[src/rtl/mips_pkg.sv]
// Shared MIPS datapath package: ISA field widths, field bit positions inside
// a 32-bit instruction word, and a few opcode/funct encodings.
package mips_pkg;

  localparam int INSTR_W    = 32;
  localparam int OPCODE_W   = 6;
  localparam int REG_ADDR_W = 5;
  localparam int SHAMT_W    = 5;
  localparam int FUNCT_W    = 6;
  localparam int IMM_W      = 16;
  localparam int JADDR_W    = 26;

  // Field bit positions (MSB/LSB inclusive)
  localparam int OPCODE_MSB = 31;
  localparam int OPCODE_LSB = 26;
  localparam int RS_MSB     = 25;
  localparam int RS_LSB     = 21;
  localparam int RT_MSB     = 20;
  localparam int RT_LSB     = 16;
  localparam int RD_MSB     = 15;
  localparam int RD_LSB     = 11;
  localparam int SHAMT_MSB  = 10;
  localparam int SHAMT_LSB  = 6;
  localparam int FUNCT_MSB  = 5;
  localparam int FUNCT_LSB  = 0;
  localparam int IMM_MSB    = 15;
  localparam int IMM_LSB    = 0;
  localparam int JADDR_MSB  = 25;
  localparam int JADDR_LSB  = 0;

  // Opcode / funct encodings
  localparam logic [OPCODE_W-1:0] OP_RTYPE  = 6'h00;
  localparam logic [OPCODE_W-1:0] OP_J      = 6'h02;
  localparam logic [OPCODE_W-1:0] OP_BEQ    = 6'h04;
  localparam logic [OPCODE_W-1:0] OP_LW     = 6'h23;
  localparam logic [OPCODE_W-1:0] OP_SW     = 6'h2B;
  localparam logic [FUNCT_W-1:0]  FUNCT_SLL = 6'h00;
  localparam logic [FUNCT_W-1:0]  FUNCT_ADD = 6'h20;
  localparam logic [FUNCT_W-1:0]  FUNCT_SUB = 6'h22;

endpackage

[src/rtl/ir_field_split.sv]
// ir_field_split: purely combinational slicing of a 32-bit instruction word
// into the MIPS fields. Fields overlap; every one is always driven whatever
// the instruction format.
// Optional macro IR_SHAMT_EN adds the shamt output.
// Ports:
//   word        in  32  instruction word to slice
//   opcode      out 6   word[31:26]
//   rs,rt,rd    out 5   word[25:21], word[20:16], word[15:11]
//   shamt       out 5   word[10:6] (IR_SHAMT_EN only)
//   funct       out 6   word[5:0]
//   immediate   out 16  word[15:0]
//   jumpAddress out 26  word[25:0]
module ir_field_split
  import mips_pkg::*;
(
  input  logic [INSTR_W-1:0]    word,
  output logic [OPCODE_W-1:0]   opcode,
  output logic [REG_ADDR_W-1:0] rs,
  output logic [REG_ADDR_W-1:0] rt,
  output logic [REG_ADDR_W-1:0] rd,
`ifdef IR_SHAMT_EN
  output logic [SHAMT_W-1:0]    shamt,
`endif
  output logic [FUNCT_W-1:0]    funct,
  output logic [IMM_W-1:0]      immediate,
  output logic [JADDR_W-1:0]    jumpAddress
);

  assign opcode      = word[OPCODE_MSB:OPCODE_LSB];
  assign rs          = word[RS_MSB:RS_LSB];
  assign rt          = word[RT_MSB:RT_LSB];
  assign rd          = word[RD_MSB:RD_LSB];
`ifdef IR_SHAMT_EN
  assign shamt       = word[SHAMT_MSB:SHAMT_LSB];
`endif
  assign funct       = word[FUNCT_MSB:FUNCT_LSB];
  assign immediate   = word[IMM_MSB:IMM_LSB];
  assign jumpAddress = word[JADDR_MSB:JADDR_LSB];

endmodule

[src/rtl/reg_instruccion.sv]
// reg_instruccion: instruction register of the multicycle MIPS datapath.
// Captures the fetched word when ir_w is high and holds it for the rest of
// the instruction. All outputs slice the stored word, never the live input,
// so they only move on a load edge or on reset.
// Optional macro IR_SHAMT_EN adds the shamt output.
// Ports:
//   clk         in  1   system clock, rising edge
//   rst_n       in  1   asynchronous active-low reset, clears the register
//   instruction in  32  word from memory
//   ir_w        in  1   load enable
//   jumpAddress out 26, opcode out 6, rs/rt/rd out 5, funct out 6,
//   immediate out 16, shamt out 5 (IR_SHAMT_EN only)
module reg_instruccion
  import mips_pkg::*;
(
  input  logic                  clk,
  input  logic                  rst_n,
  input  logic [INSTR_W-1:0]    instruction,
  input  logic                  ir_w,
  output logic [JADDR_W-1:0]    jumpAddress,
  output logic [OPCODE_W-1:0]   opcode,
  output logic [REG_ADDR_W-1:0] rs,
  output logic [REG_ADDR_W-1:0] rt,
  output logic [REG_ADDR_W-1:0] rd,
`ifdef IR_SHAMT_EN
  output logic [SHAMT_W-1:0]    shamt,
`endif
  output logic [FUNCT_W-1:0]    funct,
  output logic [IMM_W-1:0]      immediate
);

  logic [INSTR_W-1:0] ir_q;

  always_ff @(posedge clk or negedge rst_n) begin
    if (!rst_n)    ir_q <= '0;
    else if (ir_w) ir_q <= instruction;
  end

  ir_field_split u_split (
    .word        (ir_q),
    .opcode      (opcode),
    .rs          (rs),
    .rt          (rt),
    .rd          (rd),
`ifdef IR_SHAMT_EN
    .shamt       (shamt),
`endif
    .funct       (funct),
    .immediate   (immediate),
    .jumpAddress (jumpAddress)
  );

endmodule

[config.mk]
export PLATFORM = sky130hd
export DESIGN_NAME = reg_instruccion
export DESIGN_NICKNAME = d
export VERILOG_FILES = /design/src/rtl/mips_pkg.sv /design/src/rtl/ir_field_split.sv /design/src/rtl/reg_instruccion.sv
export SDC_FILE = /design/constraint.sdc
export NUM_CORES = 1
export LEC_CHECK = 0
export BUFFER_PORTS_ARGS = -buffer_cell sky130_fd_sc_hd__buf_2
export CORE_MARGIN = 2
export CORE_UTILIZATION = 45
export DETAILED_ROUTE_END_ITERATION = 7
export PLACE_DENSITY = 0.89
export SETUP_SLACK_MARGIN = 0.15
export SLEW_MARGIN = 15
export SYNTH_ARGS = -nofsm -noshare
export SYNTH_HDL_FRONTEND = slang
export SYNTH_SLANG_ARGS = --single-unit
[constraint.sdc]
create_clock -name clk -period 1.5 [get_ports clk]
set_clock_uncertainty 0.2 [all_clocks]
set_input_delay 0.15 -clock clk [delete_from_list [all_inputs] [get_ports clk]]
set_output_delay 0.15 -clock clk [all_outputs]
set_load 0.01 [all_outputs]
==> impl_metrics.py, run 1 <==
metrics = {
    "setup_path": {
        "cp.buffers_inverters": 1,
        "max_stage_delay_ns": 0.43,
        "criticalPathCategory": "register to primary output",
        "critical_path_arrival_ns": 0.91,
        "critPathRequiredTime_ns": 1.15,
        "slowest_stage": "dfrtp_1",
        "path_max_fanout": 4,
        "critPathTopFamily": "flip-flops",
        "cp-end-kind": "primary output",
        "cp-start-kind": "register",
        "worstPathCellList": "buf_2",
    },
    "clock_tree": {
        "cts-resized-gates": 0,
        "clk-insertion-delay-late_ns": 0.32,
        "cts_tree": "yes",
        "clk_pin_slew_ns": 0.09,
        "postCtsSetupBuffers": 0,
        "htreeDepth": 2,
        "root_buffer": "clkbuf_4",
        "cts_max_path_buffers": 2,
        "cts_hold_buf": 33,
        "clock-sinks": 32,
        "cts_buffers": 5,
    },
    "power": {
        "seq_power_share": 0.477,
        "netSwitchingFraction": 0.273,
        "p_per_area_mw_per_mm2": 942,
        "comb_power_share": 0.278,
        "switching_power_w": 0.000584,
        "irDropWorstVdd_mv": 0.617,
        "internal_power_w": 0.00155,
        "pwr-share-clk": 0.246,
        "power_leakage_nw": 1.22,
    },
    "grt": {
        "grt_usage": 0.182,
        "grt_overflow_total": 0,
        "grt_pass1_vias": 1146,
        "grt_pass1_wl_um": 5460,
        "antenna_found_initial": 0,
        "grt_max_degree": 33,
    },
    "timing": {
        "drv_slew": 0,
        "rsz0062_at_grt": "no",
        "tns_ns": 0,
        "fin_ws_ns": 0.242,
        "worst_slew_margin_rel": 0.777,
        "fmax_mhz": 795,
        "final_hold_viol_count": 0,
        "worst_pin_slew_ns": 0.334,
        "finalCritPeriodShare": 0.838,
        "hold_ws_ns": 0.0499,
        "post-route-min-period_ns": 1.26,
        "finalSetupViolCount": 0,
    },
    "job": {
        "cap_violations": 0,
    },
    "synthesis": {
        "ys_seq_area_frac": 0.493,
        "synth-simple-area-share": 0,
        "yosys.area.top_type": "dfrtp_1",
        "synth_top_area_frac": 0.493,
        "synthTopCellsByArea": "dfrtp_1 (49%), mux2_4 (28%), buf_4 (17%)",
        "netlist_instances": 105,
        "syn-num-nets": 140,
        "ys_ff_latch": 32,
        "synthMuxAreaShare": 0.291,
        "synth_fa_ha_area_frac": 0,
        "ys_warn_count": 0,
        "yosysUniqueCellTypes": 6,
        "synth_compound_area_frac": 0,
        "syn_avg_cell_area_um2": 15.5,
        "synth_xor_area_frac": 0,
        "mappedNetlistArea_mm2": 0.00162,
        "synth_top_family_by_area": "multiplexers",
    },
    "drt": {
        "wl_per_cell_um": 13.9,
        "drt_iter0_markers": 38,
        "ant_nets": 0,
        "vias": 1123,
        "vias_per_cell": 4.40,
        "first_pass_iters": 4,
        "drc": 0,
        "finalWirelength_um": 3560,
    },
    "floorplanning": {
        "initial_core_util": 0.479,
        "die_h_um": 64.1,
        "die-area_mm2": 0.00410,
        "rows": 21,
        "core_mm2": 0.00339,
        "die_x_um": 64.1,
        "pin_count": 104,
    },
    "final_layout": {
        "fill_cells": 245,
        "largestRegisters": "ir_q (32)",
        "regMostFlops": "ir_q",
        "fin_nets": 244,
        "final_cell_area_mm2": 0.00227,
        "area_delta_synth_final_pct": 39.9,
        "drive_gt1_frac": 0.689,
        "seq_area_um2": 801,
        "multiInputGateArea_um2": 473,
        "largest_reg_flops": 32,
        "n_antenna_cell": 0,
    },
    "min_path": {
        "hold_class": "input pin to async pin",
    },
    "place": {
        "place_ws_ns": 0.309,
        "numPortBuffers": 103,
        "routabilityCongestion": 0.687,
        "dpl_cell_area_mm2": 0.00187,
    },
    "outcome": {
        "status": "completed",
    },
}
==> final cells by class <==
cell class / count / share of cell area
Sequential cell: 32 / 0.353
Clock buffer: 7 / 0.0287
Multi-Input combinational cell: 32 / 0.208
Timing Repair Buffer: 138 / 0.385
Tap cell: 46 / 0.0254
==> path summary, 6_finish.rpt <==
kind	from	end	slack [ns]	cells past startpoint
worst min-delay path	rst_n	ir_q[2]	0.05	2
worst max-delay path	ir_q[12]	rd[1]	0.24	1
max in group asynchronous	rst_n	ir_q[10]	0.49	3
worst max register to register	ir_q[12]	ir_q[12]	0.48	1
worst min register to register	ir_q[29]	ir_q[29]	0.32	1
min in group clk	ir_w	ir_q[15]	0.18	3
==> cell usage after synthesis, drive strengths merged <==
cell type and count:
buf 41, dfrtp 32, mux2 32
==> placed cells by master (no fill, tap or decap) <==
| master | n |
|---|---|
| buf_4 | 1 |
| mux2_4 | 30 |
| dlygate4sd3_1 | 33 |
| buf_12 | 1 |
| dfrtp_1 | 32 |
| mux2_2 | 2 |
| clkbuf_4 | 5 |
| clkbuf_8 | 2 |
| buf_2 | 103 |
==> power by group through the flow <==
stage | combinational (W) | sequential, W | clock (W)
6_report | 0.000594 | 0.00102 | 0.000526
5_1_grt | 0.000632 | 0.00103 | 0.000608
4_1_cts | 0.000592 | 0.00102 | 0.000547
3_5_place_dp | 0.000526 | 0.00103 | 0
3_3_place_gp | 0.000514 | 0.00103 | 0
2_1_floorplan | 0.000373 | 0.00107 | 0
==> logic make-up (layout without fill, tap and decap cells) <==
kind of cell,Yosys count,count (layout)
mux,32,32
flops,32,32
buf+inv,41,145
==> layer usage <==
| metal | track usage | wire length, µm | vias up |
|---|---|---|---|
| met2 | 0.329 | 1930 | 64 |
| li1 | - | - | 517 |
| met5 | 0 | 0 | - |
| met4 | 0.0870 | 53 | 0 |
| met1 | 0.178 | 1320 | 536 |
| met3 | 0.0739 | 255 | 6 |
==> per-stage QoR <==
| step | util | power [W] | cells |
|---|---|---|---|
| detailed placement | 0.553 | 0.00156 | 215 |
| finish | 0.670 | 0.00214 | 255 |
| floorplan | - | 0.00144 | 105 |
| CTS | 0.670 | 0.00216 | 255 |
| global route | 0.670 | 0.00227 | 255 |
| global placement | 0.553 | 0.00155 | 215 |
(Power assumes the default switching activity.)
==> run 2, diff against run 1 <==
--- a/config.mk
+++ b/config.mk
@@ -7,9 +7,9 @@
 export LEC_CHECK = 0
 export BUFFER_PORTS_ARGS = -buffer_cell sky130_fd_sc_hd__buf_2
 export CORE_MARGIN = 2
-export CORE_UTILIZATION = 45
+export CORE_UTILIZATION = 42
 export DETAILED_ROUTE_END_ITERATION = 7
-export PLACE_DENSITY = 0.89
+export PLACE_DENSITY = 0.84
 export SETUP_SLACK_MARGIN = 0.15
 export SLEW_MARGIN = 15
 export SYNTH_ARGS = -nofsm -noshare
==> constraint.sdc (replaced) <==
create_clock -name clk -period 1.2 [get_ports clk]
set_clock_uncertainty 0.2 [all_clocks]
set_input_delay 0.12 -clock clk [delete_from_list [all_inputs] [get_ports clk]]
set_output_delay 0.12 -clock clk [all_outputs]
set_load 0.01 [all_outputs]
==> run 2 against run 1 <==
Core utilization rose by 0.98 points. Non-clock buffer count rose by 15. Critical path depth stayed put. Sequential power is 25% higher. First-iteration DRC count decreased by 55%. Cell area is 10% higher. Global-route usage grew 0.14 points. Critical path type unchanged. Clock-buffer cell count shrank 1. Highest routed layer unchanged. Combinational power rose by 48%. Clock power up 45%. The flow now finishes with violations (negative hold slack). Hold slack lost 0.059 ns.
==> impl_metrics.py, run 2 (synthesis gave the netlist of run 1 again) <==
metrics = {
    "final_layout": {
        "largest_reg_flops": 32,
        "fill_cells": 277,
        "n_antenna_cell": 0,
        "fin_nets": 259,
        "largestRegisters": "ir_q (32)",
        "mostFrequentLayoutCells": "buf_2 (95), dfrtp_1 (32), mux2_4 (30)",
        "area_delta_synth_final_pct": 54.4,
        "final_common_cell": "buf_2",
        "regMostFlops": "ir_q",
        "final_cell_area_mm2": 0.00251,
        "drive_gt1_frac": 0.705,
    },
    "clock_tree": {
        "cts_max_path_buffers": 2,
        "cts_tree": "yes",
        "clock-sinks": 32,
        "cts_buffers": 5,
        "clk-insertion-delay-late_ns": 0.28,
        "root_buffer": "clkbuf_8",
        "clk_pin_slew_ns": 0.07,
        "htreeDepth": 2,
    },
    "power": {
        "netSwitchingFraction": 0.277,
        "switching_power_w": 0.000811,
        "irDropWorstVdd_mv": 0.594,
        "internal_power_w": 0.00212,
        "power_leakage_nw": 1.39,
        "pwr-share-clk": 0.261,
        "comb_power_share": 0.300,
        "p_per_area_mw_per_mm2": 1170,
        "seq_power_share": 0.439,
        "finalPower_w": 0.00293,
    },
    "timing": {
        "hold_ws_ns": -0.00942,
        "final_hold_viol_count": 1,
        "post-route-min-period_ns": 1.19,
        "finalCritPeriodShare": 0.989,
        "rsz0062_at_grt": "yes",
        "worst_slew_margin_rel": 0.883,
        "drv_slew": 0,
        "fin_ws_ns": 0.0133,
        "worst_pin_slew_ns": 0.175,
        "finalSetupViolCount": 0,
        "tns_ns": 0,
        "fmax_mhz": 843,
    },
    "drt": {
        "first_pass_iters": 4,
        "drc": 0,
        "finalWirelength_um": 4180,
        "drt_iter0_markers": 17,
        "wl_per_cell_um": 15.4,
        "ant_nets": 0,
        "vias": 1185,
        "vias_per_cell": 4.36,
    },
    "grt": {
        "grt_pass1_wl_um": 5710,
        "grt_pass1_vias": 1188,
        "grt_overflow_total": 0,
        "grt_usage": 0.184,
        "antenna_found_initial": 0,
        "grt_max_degree": 33,
    },
    "place": {
        "numPortBuffers": 103,
        "routabilityCongestion": 0.693,
        "dpl.hpwl_um": 2230,
        "place_ws_ns": 0.0736,
        "dpl_cell_area_mm2": 0.00191,
    },
    "setup_path": {
        "criticalPathCategory": "register to primary output",
        "slowest_stage": "dfrtp_1",
        "critical_path_arrival_ns": 0.87,
        "critPathRequiredTime_ns": 0.88,
        "cp.buffers_inverters": 1,
        "critPathTopFamily": "flip-flops",
        "cp-start-kind": "register",
        "cp-end-kind": "primary output",
        "max_stage_delay_ns": 0.42,
        "worstPathCellList": "buf_2",
        "path_max_fanout": 3,
    },
    "job": {
        "cap_violations": 0,
    },
    "outcome": {
        "violations": "negative hold slack",
        "status": "finished with violations",
    },
    "floorplanning": {
        "initial_core_util": 0.440,
        "die_h_um": 66.2,
        "die_x_um": 66.2,
        "die-area_mm2": 0.00438,
        "core_mm2": 0.00369,
        "pin_count": 104,
        "rows": 22,
    },
    "min_path": {
        "hold_class": "input pin to register",
    },
}
==> run 2: cell types whose count changed in the layout (fill, tap and decap cells not counted), sizes merged <==
cell	delta
clkinv	+1
clkbuf	-1
dlymetal6s4s	+6
dlygate4sd3	-6
buf	+15
==> run 2: power groups by stage <==
stage / Sequential [W] / Combinational [W] / Clock (W)
after floorplan: 0.00134 / 0.000466 / 0
after global placement: 0.00129 / 0.000659 / 0
after detailed placement: 0.00129 / 0.000671 / 0
after CTS: 0.00127 / 0.000787 / 0.000789
after global routing: 0.00130 / 0.000935 / 0.000878
final: 0.00128 / 0.000878 / 0.000764
==> run 2: path summary, 6_finish.rpt <==
path / end / cells past startpoint / slack (ns) / start
worst min register to register: ir_q[31] / 1 / 0.31 / ir_q[31]
worst max register to register: ir_q[24] / 2 / 0.07 / ir_q[24]
worst max-delay path: jumpAddress[24] / 1 / 0.01 / ir_q[24]
max in group asynchronous: ir_q[8] / 3 / 0.51 / rst_n
worst min-delay path: ir_q[30] / 2 / -0.009 / ir_w
min in group asynchronous: ir_q[24] / 3 / 0.12 / rst_n
==> run 2: final cells by class <==
cell class                 count  area (µm²)  area share
timing repair buffer         153        1090       0.437
sequential                    32         801       0.320
multi-input combinational     32         473       0.189
clock buffer                   6        72.6      0.0290
tap                           48        60.1      0.0240
clock inverter                 1        5.00     0.00200
==> run 2: what timing repair did <==
action                                  CTS  global route
pin swaps                                 0             0
gates cloned                              0             0
endpoints found under the setup margin   69            87
resized for setup                         0            19
endpoints found under the hold margin    64             6
buffers inserted                          9             5
hold buffers                             28             5
==> run 2: layer usage <==
layer  track usage  share of wire  vias up
li1              -              -      544
met1         0.194           0.36      564
met4        0.0867          0.017        0
met2         0.319           0.55       69
met3        0.0698          0.078        8
met5             0              0        -
==> run 2: per-stage QoR <==
| step | utilization | hold WS (ns) | cells |
|---|---|---|---|
| floorplan | - | -0.376 | 105 |
| global placement | 0.518 | -0.116 | 218 |
| detailed placement | 0.518 | -0.108 | 218 |
| CTS | 0.633 | -0.128 | 262 |
| global route | 0.679 | -0.0213 | 272 |
| finish | 0.679 | -0.00942 | 272 |
